File: src/rtl/hazard_ctrl_if.sv
// ============================================================================
// hazard_ctrl_if : pipeline <-> hazard controller signal bundle
// Rev 1.0
// ============================================================================
`default_nettype none

interface hazard_ctrl_if;
    logic [4:0]  id_rs;
    logic [4:0]  id_rt;
    logic        id_uses_rt;
    logic        ex_mem_read;
    logic [4:0]  ex_rt;
    logic        br;
    logic        id_muldiv;
    logic        id_hilo_read;
    logic        except;

    logic        hold_pc;
    logic        hold_if;
    logic        flush_if;
    logic        flush_ex;
    logic        br_take;
    logic        muldiv_start;
    logic        muldiv_busy;
    logic        exc_redirect;
    logic [15:0] stall_cnt;

    modport master (
        output id_rs, id_rt, id_uses_rt, ex_mem_read, ex_rt, br,
               id_muldiv, id_hilo_read, except,
        input  hold_pc, hold_if, flush_if, flush_ex, br_take,
               muldiv_start, muldiv_busy, exc_redirect, stall_cnt
    );

    modport slave (
        input  id_rs, id_rt, id_uses_rt, ex_mem_read, ex_rt, br,
               id_muldiv, id_hilo_read, except,
        output hold_pc, hold_if, flush_if, flush_ex, br_take,
               muldiv_start, muldiv_busy, exc_redirect, stall_cnt
    );
endinterface

`default_nettype wire

File: src/rtl/hazard_ctrl.sv
// ============================================================================
// hazard_ctrl : 5-stage MIPS pipeline sequencer (load-use, branch, mult/div,
//               exception drain)
// Rev 1.0
// ============================================================================
`default_nettype none

module hazard_ctrl #(
    parameter int MULDIV_CYCLES    = 32,
    parameter int DELAY_SLOT       = 1,
    parameter int EXC_DRAIN_CYCLES = 2
) (
    input  wire logic    clk,
    input  wire logic    reset,
    hazard_ctrl_if.slave bus
);

    typedef enum logic [1:0] {
        RUN       = 2'd0,
        MD_BUSY   = 2'd1,
        EXC_DRAIN = 2'd2
    } state_t;

    localparam logic [7:0] c_MD_LOAD      = 8'(MULDIV_CYCLES - 1);
    localparam logic [3:0] c_EX_LOAD      = 4'(EXC_DRAIN_CYCLES - 1);
    localparam logic       c_SQUASH_ON_BR = (DELAY_SLOT == 0);

    state_t      r_state;
    state_t      w_state_nxt;
    logic [7:0]  r_md_cnt;
    logic [7:0]  w_md_cnt_nxt;
    logic [3:0]  r_ex_cnt;
    logic [3:0]  w_ex_cnt_nxt;
    logic [15:0] r_stall_cnt;

    logic w_lu;
    logic w_hl;
    logic w_stall;
    logic w_hold_pc;
    logic w_hold_if;
    logic w_flush_if;
    logic w_flush_ex;
    logic w_br_take;
    logic w_muldiv_start;
    logic w_exc_redirect;

    always_comb begin
        w_lu = bus.ex_mem_read && (bus.ex_rt != 5'd0) &&
               ((bus.ex_rt == bus.id_rs) ||
                (bus.id_uses_rt && (bus.ex_rt == bus.id_rt)));
        w_hl = (r_state == MD_BUSY) && (bus.id_hilo_read || bus.id_muldiv);
        w_stall = (w_lu || w_hl) && !bus.except && (r_state != EXC_DRAIN);
    end

    // Priority: exception > drain > stall > normal flow.
    always_comb begin
        w_hold_pc      = 1'b0;
        w_hold_if      = 1'b0;
        w_flush_if     = 1'b0;
        w_flush_ex     = 1'b0;
        w_br_take      = 1'b0;
        w_muldiv_start = 1'b0;
        w_exc_redirect = 1'b0;
        if (bus.except) begin
            w_flush_if     = 1'b1;
            w_flush_ex     = 1'b1;
            w_exc_redirect = 1'b1;
        end else if (r_state == EXC_DRAIN) begin
            w_flush_if = 1'b1;
            w_flush_ex = 1'b1;
        end else if (w_stall) begin
            w_hold_pc  = 1'b1;
            w_hold_if  = 1'b1;
            w_flush_ex = 1'b1;
        end else begin
            w_br_take      = bus.br;
            w_flush_if     = bus.br && c_SQUASH_ON_BR;
            w_muldiv_start = bus.id_muldiv && (r_state == RUN);
        end
    end

    always_comb begin
        w_state_nxt  = r_state;
        w_md_cnt_nxt = r_md_cnt;
        w_ex_cnt_nxt = r_ex_cnt;
        if (bus.except) begin
            w_state_nxt  = EXC_DRAIN;
            w_ex_cnt_nxt = c_EX_LOAD;
            w_md_cnt_nxt = 8'd0;
        end else begin
            case (r_state)
                RUN: begin
                    if (bus.id_muldiv && !w_stall) begin
                        w_state_nxt  = MD_BUSY;
                        w_md_cnt_nxt = c_MD_LOAD;
                    end
                end
                MD_BUSY: begin
                    if (r_md_cnt == 8'd0) begin
                        w_state_nxt = RUN;
                    end else begin
                        w_md_cnt_nxt = r_md_cnt - 8'd1;
                    end
                end
                EXC_DRAIN: begin
                    if (r_ex_cnt == 4'd0) begin
                        w_state_nxt = RUN;
                    end else begin
                        w_ex_cnt_nxt = r_ex_cnt - 4'd1;
                    end
                end
                default: w_state_nxt = RUN;
            endcase
        end
    end

    always_ff @(posedge clk or posedge reset) begin
        if (reset) begin
            r_state     <= RUN;
            r_md_cnt    <= 8'd0;
            r_ex_cnt    <= 4'd0;
            r_stall_cnt <= 16'd0;
        end else begin
            r_state  <= w_state_nxt;
            r_md_cnt <= w_md_cnt_nxt;
            r_ex_cnt <= w_ex_cnt_nxt;
            if (w_hold_pc && (r_stall_cnt != 16'hFFFF)) begin
                r_stall_cnt <= r_stall_cnt + 16'd1;
            end
        end
    end

    // Outputs are forced low while reset is held so they clear without a clock.
    assign bus.hold_pc      = w_hold_pc      && !reset;
    assign bus.hold_if      = w_hold_if      && !reset;
    assign bus.flush_if     = w_flush_if     && !reset;
    assign bus.flush_ex     = w_flush_ex     && !reset;
    assign bus.br_take      = w_br_take      && !reset;
    assign bus.muldiv_start = w_muldiv_start && !reset;
    assign bus.muldiv_busy  = (r_state == MD_BUSY) && !reset;
    assign bus.exc_redirect = w_exc_redirect && !reset;
    assign bus.stall_cnt    = r_stall_cnt;

endmodule

`default_nettype wire

File: src/flat_wrapper.sv
// flat-port wrapper written by rule: the top's interface ports become plain ports
module hazard_ctrl_flat 
#(
    parameter int MULDIV_CYCLES    = 32,
    parameter int DELAY_SLOT       = 1,
    parameter int EXC_DRAIN_CYCLES = 2
)
  (clk, reset, bus_id_rs, bus_id_rt, bus_id_uses_rt, bus_ex_mem_read, bus_ex_rt, bus_br, bus_id_muldiv, bus_id_hilo_read, bus_except, bus_hold_pc, bus_hold_if, bus_flush_if, bus_flush_ex, bus_br_take, bus_muldiv_start, bus_muldiv_busy, bus_exc_redirect, bus_stall_cnt);
  hazard_ctrl_if bus_i ();
  input  wire logic clk;
  input  wire logic reset;
  input wire logic [$bits(bus_i.id_rs)-1:0] bus_id_rs;
  input wire logic [$bits(bus_i.id_rt)-1:0] bus_id_rt;
  input wire logic [$bits(bus_i.id_uses_rt)-1:0] bus_id_uses_rt;
  input wire logic [$bits(bus_i.ex_mem_read)-1:0] bus_ex_mem_read;
  input wire logic [$bits(bus_i.ex_rt)-1:0] bus_ex_rt;
  input wire logic [$bits(bus_i.br)-1:0] bus_br;
  input wire logic [$bits(bus_i.id_muldiv)-1:0] bus_id_muldiv;
  input wire logic [$bits(bus_i.id_hilo_read)-1:0] bus_id_hilo_read;
  input wire logic [$bits(bus_i.except)-1:0] bus_except;
  output wire logic [$bits(bus_i.hold_pc)-1:0] bus_hold_pc;
  output wire logic [$bits(bus_i.hold_if)-1:0] bus_hold_if;
  output wire logic [$bits(bus_i.flush_if)-1:0] bus_flush_if;
  output wire logic [$bits(bus_i.flush_ex)-1:0] bus_flush_ex;
  output wire logic [$bits(bus_i.br_take)-1:0] bus_br_take;
  output wire logic [$bits(bus_i.muldiv_start)-1:0] bus_muldiv_start;
  output wire logic [$bits(bus_i.muldiv_busy)-1:0] bus_muldiv_busy;
  output wire logic [$bits(bus_i.exc_redirect)-1:0] bus_exc_redirect;
  output wire logic [$bits(bus_i.stall_cnt)-1:0] bus_stall_cnt;
  assign bus_i.id_rs = bus_id_rs;
  assign bus_i.id_rt = bus_id_rt;
  assign bus_i.id_uses_rt = bus_id_uses_rt;
  assign bus_i.ex_mem_read = bus_ex_mem_read;
  assign bus_i.ex_rt = bus_ex_rt;
  assign bus_i.br = bus_br;
  assign bus_i.id_muldiv = bus_id_muldiv;
  assign bus_i.id_hilo_read = bus_id_hilo_read;
  assign bus_i.except = bus_except;
  assign bus_hold_pc = bus_i.hold_pc;
  assign bus_hold_if = bus_i.hold_if;
  assign bus_flush_if = bus_i.flush_if;
  assign bus_flush_ex = bus_i.flush_ex;
  assign bus_br_take = bus_i.br_take;
  assign bus_muldiv_start = bus_i.muldiv_start;
  assign bus_muldiv_busy = bus_i.muldiv_busy;
  assign bus_exc_redirect = bus_i.exc_redirect;
  assign bus_stall_cnt = bus_i.stall_cnt;
  hazard_ctrl #(.MULDIV_CYCLES(MULDIV_CYCLES), .DELAY_SLOT(DELAY_SLOT), .EXC_DRAIN_CYCLES(EXC_DRAIN_CYCLES)) u_core (.clk(clk), .reset(reset), .bus(bus_i));
endmodule
File: config.mk
export PLATFORM = sky130hd
export DESIGN_NAME = hazard_ctrl_flat
export DESIGN_NICKNAME = d
export VERILOG_FILES = /design/src/rtl/hazard_ctrl_if.sv /design/src/rtl/hazard_ctrl.sv /design/src/flat_wrapper.sv
export SDC_FILE = /design/constraint.sdc
export NUM_CORES = 1
export LEC_CHECK = 0
export ABC_AREA = 1
export CAP_MARGIN = 20
export CELL_PAD_IN_SITES_DETAIL_PLACEMENT = 1
export CELL_PAD_IN_SITES_GLOBAL_PLACEMENT = 1
export CORE_MARGIN = 2
export CORE_UTILIZATION = 44
export DETAILED_ROUTE_END_ITERATION = 16
export DONT_BUFFER_PORTS = 1
export GPL_ROUTABILITY_DRIVEN = 0
export PLACE_DENSITY = 0.78
export SETUP_SLACK_MARGIN = 0.15
export SLEW_MARGIN = 20
export SYNTH_ARGS = -nofsm -noshare
export SYNTH_HDL_FRONTEND = slang
export SYNTH_SLANG_ARGS = --single-unit
File: constraint.sdc
create_clock -name clk -period 1.7 [get_ports clk]
set_input_delay 0.34 -clock clk [delete_from_list [all_inputs] [get_ports clk]]
set_output_delay 0.34 -clock clk [all_outputs]
set_load 0.005 [all_outputs]
==> impl_metrics.env, run 1 <==
export IMPL_outcome="complete, but fails checks"
export IMPL_violations="negative setup slack"
export IMPL_min_path_type="input port to flip-flop"
export IMPL_async_flop_share_pct=100.0
export IMPL_slew_violations=0
export IMPL_setup_viol=3
export IMPL_fin_nets=387
export IMPL_synth_nets=335
export IMPL_numClockSinks=30
export IMPL_overflow=0
export IMPL_cts_buffers=5
export IMPL_crit_required_ns=1.36
export IMPL_ir_drop_v=0.0005001
export IMPL_power_mw=2.576
export IMPL_io_pins=47
export IMPL_clk_latency_ns=0.29
export IMPL_die_h_microns=73.41
export IMPL_num_vias=2485
export IMPL_gr_usage_met2_pct=51.25
export IMPL_critPathTopFamily="simple AND/OR/NAND/NOR gates"
export IMPL_crit_buf_inv=2
export IMPL_area_delta_synth_final_pct=48.11
export IMPL_setup_tns_ns=-0.1001
export IMPL_tightest_slew_ns=0.3985
export IMPL_first_iter_violations=208
export IMPL_synthXorXnorAreaFrac_pct=8.205
export IMPL_rsz0062_at_grt="yes"
export IMPL_slew_headroom_pct=73.27
export IMPL_htreeDepth=2
export IMPL_route_detailed_drc=0
export IMPL_multi_input_area_sq_mm=0.001629
export IMPL_yosys_area_share_simple_pct=37.90
export IMPL_max_freq_ghz=0.5745
export IMPL_cp_end_kind="primary output"
export IMPL_fin_crit_sh_pct=102.4
export IMPL_crit_path_start_kind="input port"
export IMPL_drtAntennaViolNets=0
export IMPL_tritoncts="built"
export IMPL_root_buffer="clkbuf_8"
export IMPL_drv_cap=0
export IMPL_wl_microns=9891
export IMPL_final_hold_violation_count=0
export IMPL_synthAdderAreaFrac_pct=2.952
export IMPL_synth_cells=307
export IMPL_synth_top_family_by_area="simple AND/OR/NAND/NOR gates"
export IMPL_synth_area_per_cell_sq_um=6.904
export IMPL_fillers=571
export IMPL_grt_busiest_layer="met2"
export IMPL_port_buffers=0
export IMPL_whs_ns=0.2000
export IMPL_drive_above_1_share_pct=42.78
export IMPL_routed_via_density=6.002
export IMPL_cpPeakStageDelay_ns=0.18
export IMPL_synth_ff_type="dfrtp_1"
export IMPL_grt_start_max_net_pins=18
export IMPL_synthesis_area_sq_mm=0.002120
export IMPL_finalWorstSetupSlack_ns=-0.04072
export IMPL_die_area_sq_mm=0.005388
export IMPL_antennaDiodeCount=0
export IMPL_seq_area_frac_synth_pct=35.42
export IMPL_clkSlewWorstSetupHoldPaths_ns=0.08
export IMPL_regArea_sq_um=759.5
export IMPL_crit_chain="inv_2 > nand4_1 > o21ai_1 > inv_1 > nand2_1 > nand2_2 > nand2_4 > nand4_1 > nor2_1"
export IMPL_initial_core_util_pct=45.17
export IMPL_met1_usage_pct=38.07
export IMPL_die_w_microns=73.41
export IMPL_grt_pass1_vias=2332
export IMPL_grt_antenna_before_repair=0
export IMPL_wl_per_cell_microns=23.89
export IMPL_ys_warnings_count=0
export IMPL_synth_mux_area_share_pct=0
export IMPL_synth_edf_count=0
export IMPL_cp_common_cell="nand4_1"
export IMPL_track_usage_pct=29.95
export IMPL_yosysUniqueCellTypes=31
export IMPL_core_region_area_sq_mm=0.004692
export IMPL_firstDrtPassIters=5
export IMPL_crit_slowest_cell="nor2_1"
export IMPL_cp_data_arrival_time_ns=1.40
export IMPL_cts_buffer_depth=2
export IMPL_synth_compound_area_share_pct=5.785
export IMPL_powerDensity_mw_per_mm2=820.5
export IMPL_grt_pass1_wl_microns=12020
export IMPL_finClkSkew_ns=0.009827
export IMPL_rows=25
export IMPL_synth_seq_cells=30
export IMPL_critical_path_class="input port to primary output"
export IMPL_min_period_ns=1.741
export IMPL_p_leak_nw=1.438
export IMPL_hpwl_microns=4342
export IMPL_critical_path_peak_fanout=4
export IMPL_met3_usage_pct=6.722
[path summary, 6_finish.rpt]
kind	from	end	depth (start not counted)	slack (ns)
min in group asynchronous	reset	u_core.r_ex_cnt[2]	3	0.61
min reg2reg	u_core.r_md_cnt[6]	u_core.r_md_cnt[6]	2	0.55
max	bus_ex_rt[3]	bus_muldiv_start	9	-0.04
min	bus_except	u_core.r_state[0]	1	0.20
max reg2reg	u_core.r_md_cnt[1]	u_core.r_md_cnt[2]	8	0.01
max in group asynchronous	reset	u_core.bus.stall_cnt[3]	3	0.82
[worst reg2reg max path, delay by kind of cell, from the launching register on]
family | cells | cell delay, ns
DFF | 1 | 0.40
and+or+nand+nor | 4 | 0.39
AOI/OAI and AO/OA | 1 | 0.38
adders and majority gates | 1 | 0.21
buffers and inverters | 2 | 0.19
[cell usage in the layout, fill, tap and decap left out, drive strengths merged, types with 4 or more instances in the layout]
cell type	netlist	final
nand4	4	4
clkbuf	1	8
nand3	32	32
xnor2	13	13
dfrtp	30	30
o21ai	12	12
buf	5	45
nor3	5	5
nor2	38	38
nand2	103	107
ha	5	5
inv	41	39
xor2	6	6
[cell families (layout without fill, tap and decap cells)]
| kind of cell | Yosys count | after routing |
|---|---|---|
| and+or+nand+nor | 186 | 190 |
| AOI/OAI and AO/OA | 19 | 20 |
| buffers and inverters | 48 | 96 |
| DFF | 30 | 30 |
| adders and majority gates | 5 | 5 |
| xor gates and xnor gates | 19 | 19 |
[stage by stage]
| step | instance area, sq um | instances | util [%] | setup WS (ns) |
|---|---|---|---|---|
| after floorplan | 2123 | 307 | - | 0.1699 |
| after global placement | 2280 | 373 | 48.59 | 0.05566 |
| after detailed placement | 2280 | 373 | 48.59 | -0.09081 |
| after CTS | 2683 | 397 | 57.17 | 0.03568 |
| after global routing | 3139 | 414 | 66.91 | -0.1107 |
| final | 3139 | 414 | 66.91 | -0.04072 |
[routing by layer]
metal,up-vias,part of all wire (%)
li1,1077,-
met1,1238,41
met2,146,49
met3,24,7.2
met4,0,2.0
met5,-,0
[synthesized netlist by cell type (5+ instances only)]
| cell type | n | area share, % |
|---|---|---|
| dfrtp_1 | 30 | 35 |
| ha_1 | 5 | 3.0 |
| inv_1 | 35 | 6.2 |
| inv_2 | 5 | 0.89 |
| nand2_1 | 97 | 17 |
| nand3_1 | 32 | 7.6 |
| nor2_1 | 38 | 6.7 |
| nor3_1 | 5 | 1.2 |
| o21ai_0 | 6 | 1.4 |
| xnor2_1 | 12 | 5.0 |
| xor2_1 | 6 | 2.5 |
[where the power goes]
group	switching, mW	total (mW)	internal, mW
registers	0.0959	0.897	0.801
logic	0.596	0.952	0.357
clock network	0.317	0.727	0.410
total	1.01	2.58	1.57
[sequential cells by signal, summed over array words and instances, names as in the netlist]
| register | cells |
|---|---|
| u_core.r_state | 2 |
| u_core.bus.stall_cnt | 16 |
| u_core.r_ex_cnt | 4 |
| u_core.r_md_cnt | 8 |
[cell type report]
class	instances	share of cell area (%)
Inverter	42	5.660
Tap cell	54	2.152
Clock buffer	8	3.507
Timing Repair Buffer	46	12.59
Multi-Input combinational cell	234	51.89
Sequential cell	30	24.19
[timing repair]
action                     4_1_cts  5_1_grt
hold buffers                     1        0
gates resized for setup         36       83
hold endpoints to repair        17        0
setup endpoints to repair       30       36
pin swaps                        5       34
buffers inserted                11       15
cloned                           4        2
No activity file was read; power rests on OpenSTA's default activity.
==> run 2: changes to the inputs <==
GPL_ROUTABILITY_DRIVEN = not set   (was 0)
==> results of run 2 <==
Same layout as run 1: the final DEF is identical, and so are final timing and power.
